### src/rtl/axis_sc_pkt_fifo.sv
// Single-clock AXI4-Stream FIFO with first-word fall-through, occupancy count and almost-full flag.
// Define AXIS_SC_PKT_FIFO_PACKET_MODE_EN for store-and-forward: beats are held until a whole packet (tlast) is stored.
module axis_sc_pkt_fifo #(
  parameter int C_DATA_WIDTH  = 32,
  parameter int C_DATA_DEPTH  = 16,
  parameter int C_ALMOST_FULL = 12,
  localparam int CW           = $clog2(C_DATA_DEPTH + 1)
) (
  input  logic                    aclk,
  input  logic                    aresetn,
  input  logic [C_DATA_WIDTH-1:0] in_tdata,
  input  logic                    in_tlast,
  input  logic                    in_tvalid,
  output logic                    in_tready,
  output logic [C_DATA_WIDTH-1:0] out_tdata,
  output logic                    out_tlast,
  output logic                    out_tvalid,
  input  logic                    out_tready,
  output logic [CW-1:0]           count,
  output logic                    almost_full
);

  localparam int AW = $clog2(C_DATA_DEPTH);
  localparam logic [CW-1:0] DEPTH_C = CW'(C_DATA_DEPTH);
  localparam logic [CW-1:0] AFULL_C = CW'(C_ALMOST_FULL);

  logic [C_DATA_WIDTH:0] mem [C_DATA_DEPTH];
  logic [C_DATA_WIDTH:0] head;
  logic [AW-1:0]         wr_ptr_q, wr_ptr_d;
  logic [AW-1:0]         rd_ptr_q, rd_ptr_d;
  logic [CW-1:0]         count_q, count_d;
  logic                  full, empty, wr_en, rd_en;

  assign full  = (count_q == DEPTH_C);
  assign empty = (count_q == '0);

  // Ready is forced low while reset is asserted so no beat is taken during reset.
  assign in_tready   = aresetn && !full;
  assign wr_en       = in_tvalid && in_tready;
  assign rd_en       = out_tvalid && out_tready;
  assign count       = count_q;
  assign almost_full = (count_q >= AFULL_C);

  assign head      = mem[rd_ptr_q];
  assign out_tdata = head[C_DATA_WIDTH-1:0];
  assign out_tlast = head[C_DATA_WIDTH];

  always_comb begin
    wr_ptr_d = wr_ptr_q;
    rd_ptr_d = rd_ptr_q;
    count_d  = count_q;
    if (wr_en) wr_ptr_d = wr_ptr_q + AW'(1);
    if (rd_en) rd_ptr_d = rd_ptr_q + AW'(1);
    if (wr_en && !rd_en)      count_d = count_q + CW'(1);
    else if (!wr_en && rd_en) count_d = count_q - CW'(1);
  end

  always_ff @(posedge aclk or negedge aresetn) begin
    if (!aresetn) begin
      wr_ptr_q <= '0;
      rd_ptr_q <= '0;
      count_q  <= '0;
    end else begin
      wr_ptr_q <= wr_ptr_d;
      rd_ptr_q <= rd_ptr_d;
      count_q  <= count_d;
    end
  end

  // Storage carries no reset; stale contents are unreachable once pointers clear.
  always_ff @(posedge aclk) begin
    if (wr_en) mem[wr_ptr_q] <= {in_tlast, in_tdata};
  end

`ifdef AXIS_SC_PKT_FIFO_PACKET_MODE_EN
  logic [CW-1:0] pkt_cnt_q, pkt_cnt_d;
  logic          pkt_in, pkt_out;

  assign pkt_in  = wr_en && in_tlast;
  assign pkt_out = rd_en && out_tlast;

  always_comb begin
    pkt_cnt_d = pkt_cnt_q;
    if (pkt_in && !pkt_out)      pkt_cnt_d = pkt_cnt_q + CW'(1);
    else if (!pkt_in && pkt_out) pkt_cnt_d = pkt_cnt_q - CW'(1);
  end

  always_ff @(posedge aclk or negedge aresetn) begin
    if (!aresetn) pkt_cnt_q <= '0;
    else          pkt_cnt_q <= pkt_cnt_d;
  end

  // The full term lets a packet longer than the FIFO drain instead of deadlocking.
  assign out_tvalid = !empty && ((pkt_cnt_q != '0) || full);
`else
  assign out_tvalid = !empty;
`endif

endmodule

### config.mk
export PLATFORM = sky130hd
export DESIGN_NAME = axis_sc_pkt_fifo
export DESIGN_NICKNAME = d
export VERILOG_FILES = /design/src/rtl/axis_sc_pkt_fifo.sv
export SDC_FILE = /design/constraint.sdc
export NUM_CORES = 1
export LEC_CHECK = 0
export CAP_MARGIN = 10
export CORE_MARGIN = 8
export CORE_UTILIZATION = 48
export CTS_BUF_LIST = sky130_fd_sc_hd__clkbuf_8 sky130_fd_sc_hd__clkbuf_16
export CTS_CLUSTER_DIAMETER = 200
export DETAILED_ROUTE_END_ITERATION = 12
export PLACE_DENSITY = 0.65
export SLEW_MARGIN = 25
export SYNTH_ARGS = -nofsm -noshare
export SYNTH_HDL_FRONTEND = slang
export SYNTH_SLANG_ARGS = --single-unit
export TNS_END_PERCENT = 20
### constraint.sdc
create_clock -name aclk -period 3.3 [get_ports aclk]
set_clock_uncertainty 0.1 [all_clocks]
set_input_delay 0.495 -clock aclk [delete_from_list [all_inputs] [get_ports aclk]]
set_output_delay 0.495 -clock aclk [all_outputs]
set_load 0.005 [all_outputs]
==> impl_results.rst <==
.. list-table::
   :header-rows: 1

   * - Metric
     - Value
   * - Count of vias placed by the detailed router
     - 10.5k
   * - Number of fill cells in the layout
     - 3327
   * - Setup TNS
     - -0.694 ns
   * - Cell leakage power
     - 8.71 nW
   * - Seq/Total Area, Yosys
     - 75.5%
   * - Final design area excluding fillers
     - 25500 um^2
   * - Post-layout power
     - 21.7 mW
   * - Die height
     - 227 um
   * - TritonCTS sink count
     - 541
   * - Final-layout worst hold slack
     - 0.156 ns
   * - Commonest non-fill, non-tap cells in the layout
     - 528 x edfxtp_1, 133 x mux2i_1, 66 x mux4_2
   * - Initial core utilization
     - 48.6%
   * - CP arrival
     - 2.84 ns
   * - Total of flip-flops plus latches after synthesis
     - 541
   * - Wire length reported by the detailed router
     - 44900 um
   * - Number of pins with negative max-slew slack in the final report
     - 0
   * - Area of the core
     - 44100 um^2
   * - Setup crit start kind
     - flop
   * - Largest net degree at the start of global routing
     - 67
   * - Grt ovf
     - 0
   * - Number of antenna violations at the first check in global routing
     - 2
   * - Largest driver fanout on the critical path
     - 12
   * - Worst VDD drop
     - 0.527 mV
   * - Fin. Hold Viols
     - 0
   * - Max-capacitance violation count
     - 0
   * - Relative slew slack
     - 47.9%
   * - Post-DR vias/cell
     - 5.72
   * - Number of optimization iterations in the first detailed-route pass
     - 5
   * - Cell chosen for the clock root
     - clkbuf_16
   * - Number of distinct library cells after synthesis
     - 36
   * - Post-synthesis cell type with the largest combined area
     - edfxtp_1
   * - Wire length of the first global-routing pass
     - 68200 um
   * - Area added between synthesis and finish
     - 18.9%
   * - Width of the die
     - 227 um
   * - Post-layout nets
     - 1239
   * - Post-CTS clock slew at the launch and capture registers of the worst setup and hold paths
     - 0.06 ns
   * - Main area contributors after synthesis
     - edfxtp_1 74%, mux4_2 6.9%, mux2i_1 6.2%
   * - Wire length per cell after detailed routing
     - 24.5 um
   * - Number of antenna-violating nets in the routed design
     - 0
   * - Area after DPL
     - 23200 um^2
   * - Clk buf depth
     - 3
   * - Syn Inst Count
     - 1042
   * - Achievable clock frequency
     - 291 MHz
   * - Worst path setup slack after routing
     - -0.135 ns
   * - Net count after synthesis
     - 1090
   * - Outcome
     - complete, but fails checks
   * - CP endpoint kind
     - output pin
   * - Placement Rows
     - 77
   * - Yosys warning count
     - 0
   * - Slew at the pin closest to its max-slew limit
     - 0.782 ns
   * - Number of diodes added for antenna fixing
     - 0
   * - Share of cells above drive strength 1
     - 26.0%
   * - I/O pin count
     - 78
   * - Post-synthesis instance area
     - 21400 um^2
   * - Sequential cell area
     - 16200 um^2
   * - Most frequent standard cell in the layout excluding fill and tap cells
     - edfxtp_1
   * - Classification of the worst-slack hold path
     - primary input to asynchronous set/reset pin
   * - First-iteration detailed-routing DRC count
     - 775
   * - Clock tree from TritonCTS
     - done
   * - Required time at the worst-slack endpoint
     - 2.70 ns
   * - Register-to-register setup slack
     - 0.58 ns
   * - Critical path type
     - flop to output pin
   * - Area share of the largest cell type after synthesis
     - 74.0%
   * - Clock insertion delay at the later pin of the skew report
     - 0.59 ns
   * - Clock period minus worst slack
     - 3.44 ns
   * - Portion of the clock cycle consumed by the worst path in the final layout
     - 104%
   * - Failing checks
     - setup timing
   * - Total power per unit cell area
     - 850 nW/um^2
   * - Setup repair after global routing missed its margin
     - yes
   * - Number of design rule violations left after detail routing
     - 0
   * - Half-perimeter wire length after detailed placement
     - 25500 um
   * - Mean instance size in the synthesized netlist
     - 20.6 um^2
   * - Footprint of the multi-input gates
     - 4930 um^2
   * - Number of input and output port buffers inserted
     - 77
   * - Global-route usage over all layers
     - 17.7%
   * - Num CTS Buffers
     - 54
   * - Area of the die
     - 51700 um^2
   * - Number of global-route vias before repair
     - 11.2k
   * - CTS HTree Levels
     - 2
   * - Total of endpoints with negative setup slack in the final report
     - 9
   * - GPL Wtd Cong
     - 0.720
-- through the flow --
step,utilization (%),std cells,setup WS (ns)
final,57.8,1829,-0.135
after global routing,57.8,1829,-0.250
after CTS,57.6,1828,-0.167
after detailed placement,52.6,1712,0.298
after global placement,52.6,1712,0.304
after floorplan,-,1042,0.798
-- critical path, stage by stage (launching register included) --
cell and delay [ns]:
dfrtp_4 0.53, buf_12 0.17, buf_12 0.15, buf_12 0.15, mux2i_1 0.13, a221oi_2 0.36, o21ai_0 0.13, nand2_1 0.12
clkdlybuf4s50_1 0.50
-- sequential cells by signal, indices dropped and copies added, names as in the netlist --
signal    cells
rd_ptr_q      4
count         5
wr_ptr_q      4
mem         528
-- synth_stat cells --
cell type / n
mux2i_1: 133
nand2b_1: 1
nor4_2: 1
buf_8: 1
buf_4: 4
xnor2_1: 9
inv_1: 7
nand3_1: 2
a21oi_1: 2
fa_1: 1
nand2_1: 44
ha_1: 10
and3_1: 1
o21ai_0: 35
a221oi_1: 33
a221oi_2: 33
a22oi_1: 33
edfxtp_1: 528
nor3_1: 1
xor2_1: 1
nor2_1: 2
o21ai_1: 2
inv_2: 2
a21o_1: 2
buf_12: 12
clkbuf_1: 11
dfrtp_1: 13
a21boi_1: 1
buf_2: 16
and2_4: 1
nor3b_1: 2
buf_6: 13
mux4_2: 66
nor2b_4: 1
nand4_1: 1
and2_1: 17
-- path summary, 6_finish.rpt --
kind / startpoint / end / cells past startpoint
max reg2reg: count[1]$_DFFE_PN0P_ / count[4]$_DFFE_PN0P_ / 11
max in group asynchronous: aresetn / rd_ptr_q[1]$_DFFE_PN0P_ / 2
min in group aclk: count[4]$_DFFE_PN0P_ / count[4]$_DFFE_PN0P_ / 1
min: aresetn / count[4]$_DFFE_PN0P_ / 2
min reg2reg: count[4]$_DFFE_PN0P_ / count[4]$_DFFE_PN0P_ / 1
max: rd_ptr_q[0]$_DFFE_PN0P_ / out_tdata[8] / 8
-- layout make-up --
| class | count | area share, % |
|---|---|---|
| multi-input combinational | 435 | 19.4 |
| sequential | 541 | 63.5 |
| clock inverter | 45 | 1.56 |
| clock buffer | 57 | 5.60 |
| tap | 592 | 2.91 |
| timing repair buffer | 150 | 6.94 |
| inverter | 9 | 0.133 |
-- logic make-up after synthesis --
kind of cell,synth area share [%]
compound gates,5.83
xor+xnor,0.409
fa+ha+maj,0.677
buf+inv,2.74
flops,75.5
mux,13.1
simple gates,1.69
-- what timing repair did --
item	CTS	global route
pin swaps	29	16
gates cloned	2	0
setup buffers	12	1
resized for setup	62	18
hold buffers	0	0
setup endpoints to repair	33	23
-- per-layer routing --
metal | vias up | share of wire [%] | wire length (um) | global-route usage (%)
met2 | 282 | 51 | 22700 | 30.4
met5 | - | 0.051 | 23 | 0
met1 | 5457 | 42 | 18600 | 22.8
li1 | 4642 | - | - | -
met3 | 82 | 5.5 | 2450 | 2.86
met4 | 4 | 2.4 | 1090 | 5.88
-- power by group --
group / internal, mW / switching [mW]
registers: 7.98 / 0.182
logic: 3.51 / 3.82
clock network: 3.67 / 2.51
Power figures use the tool's default switching activity.
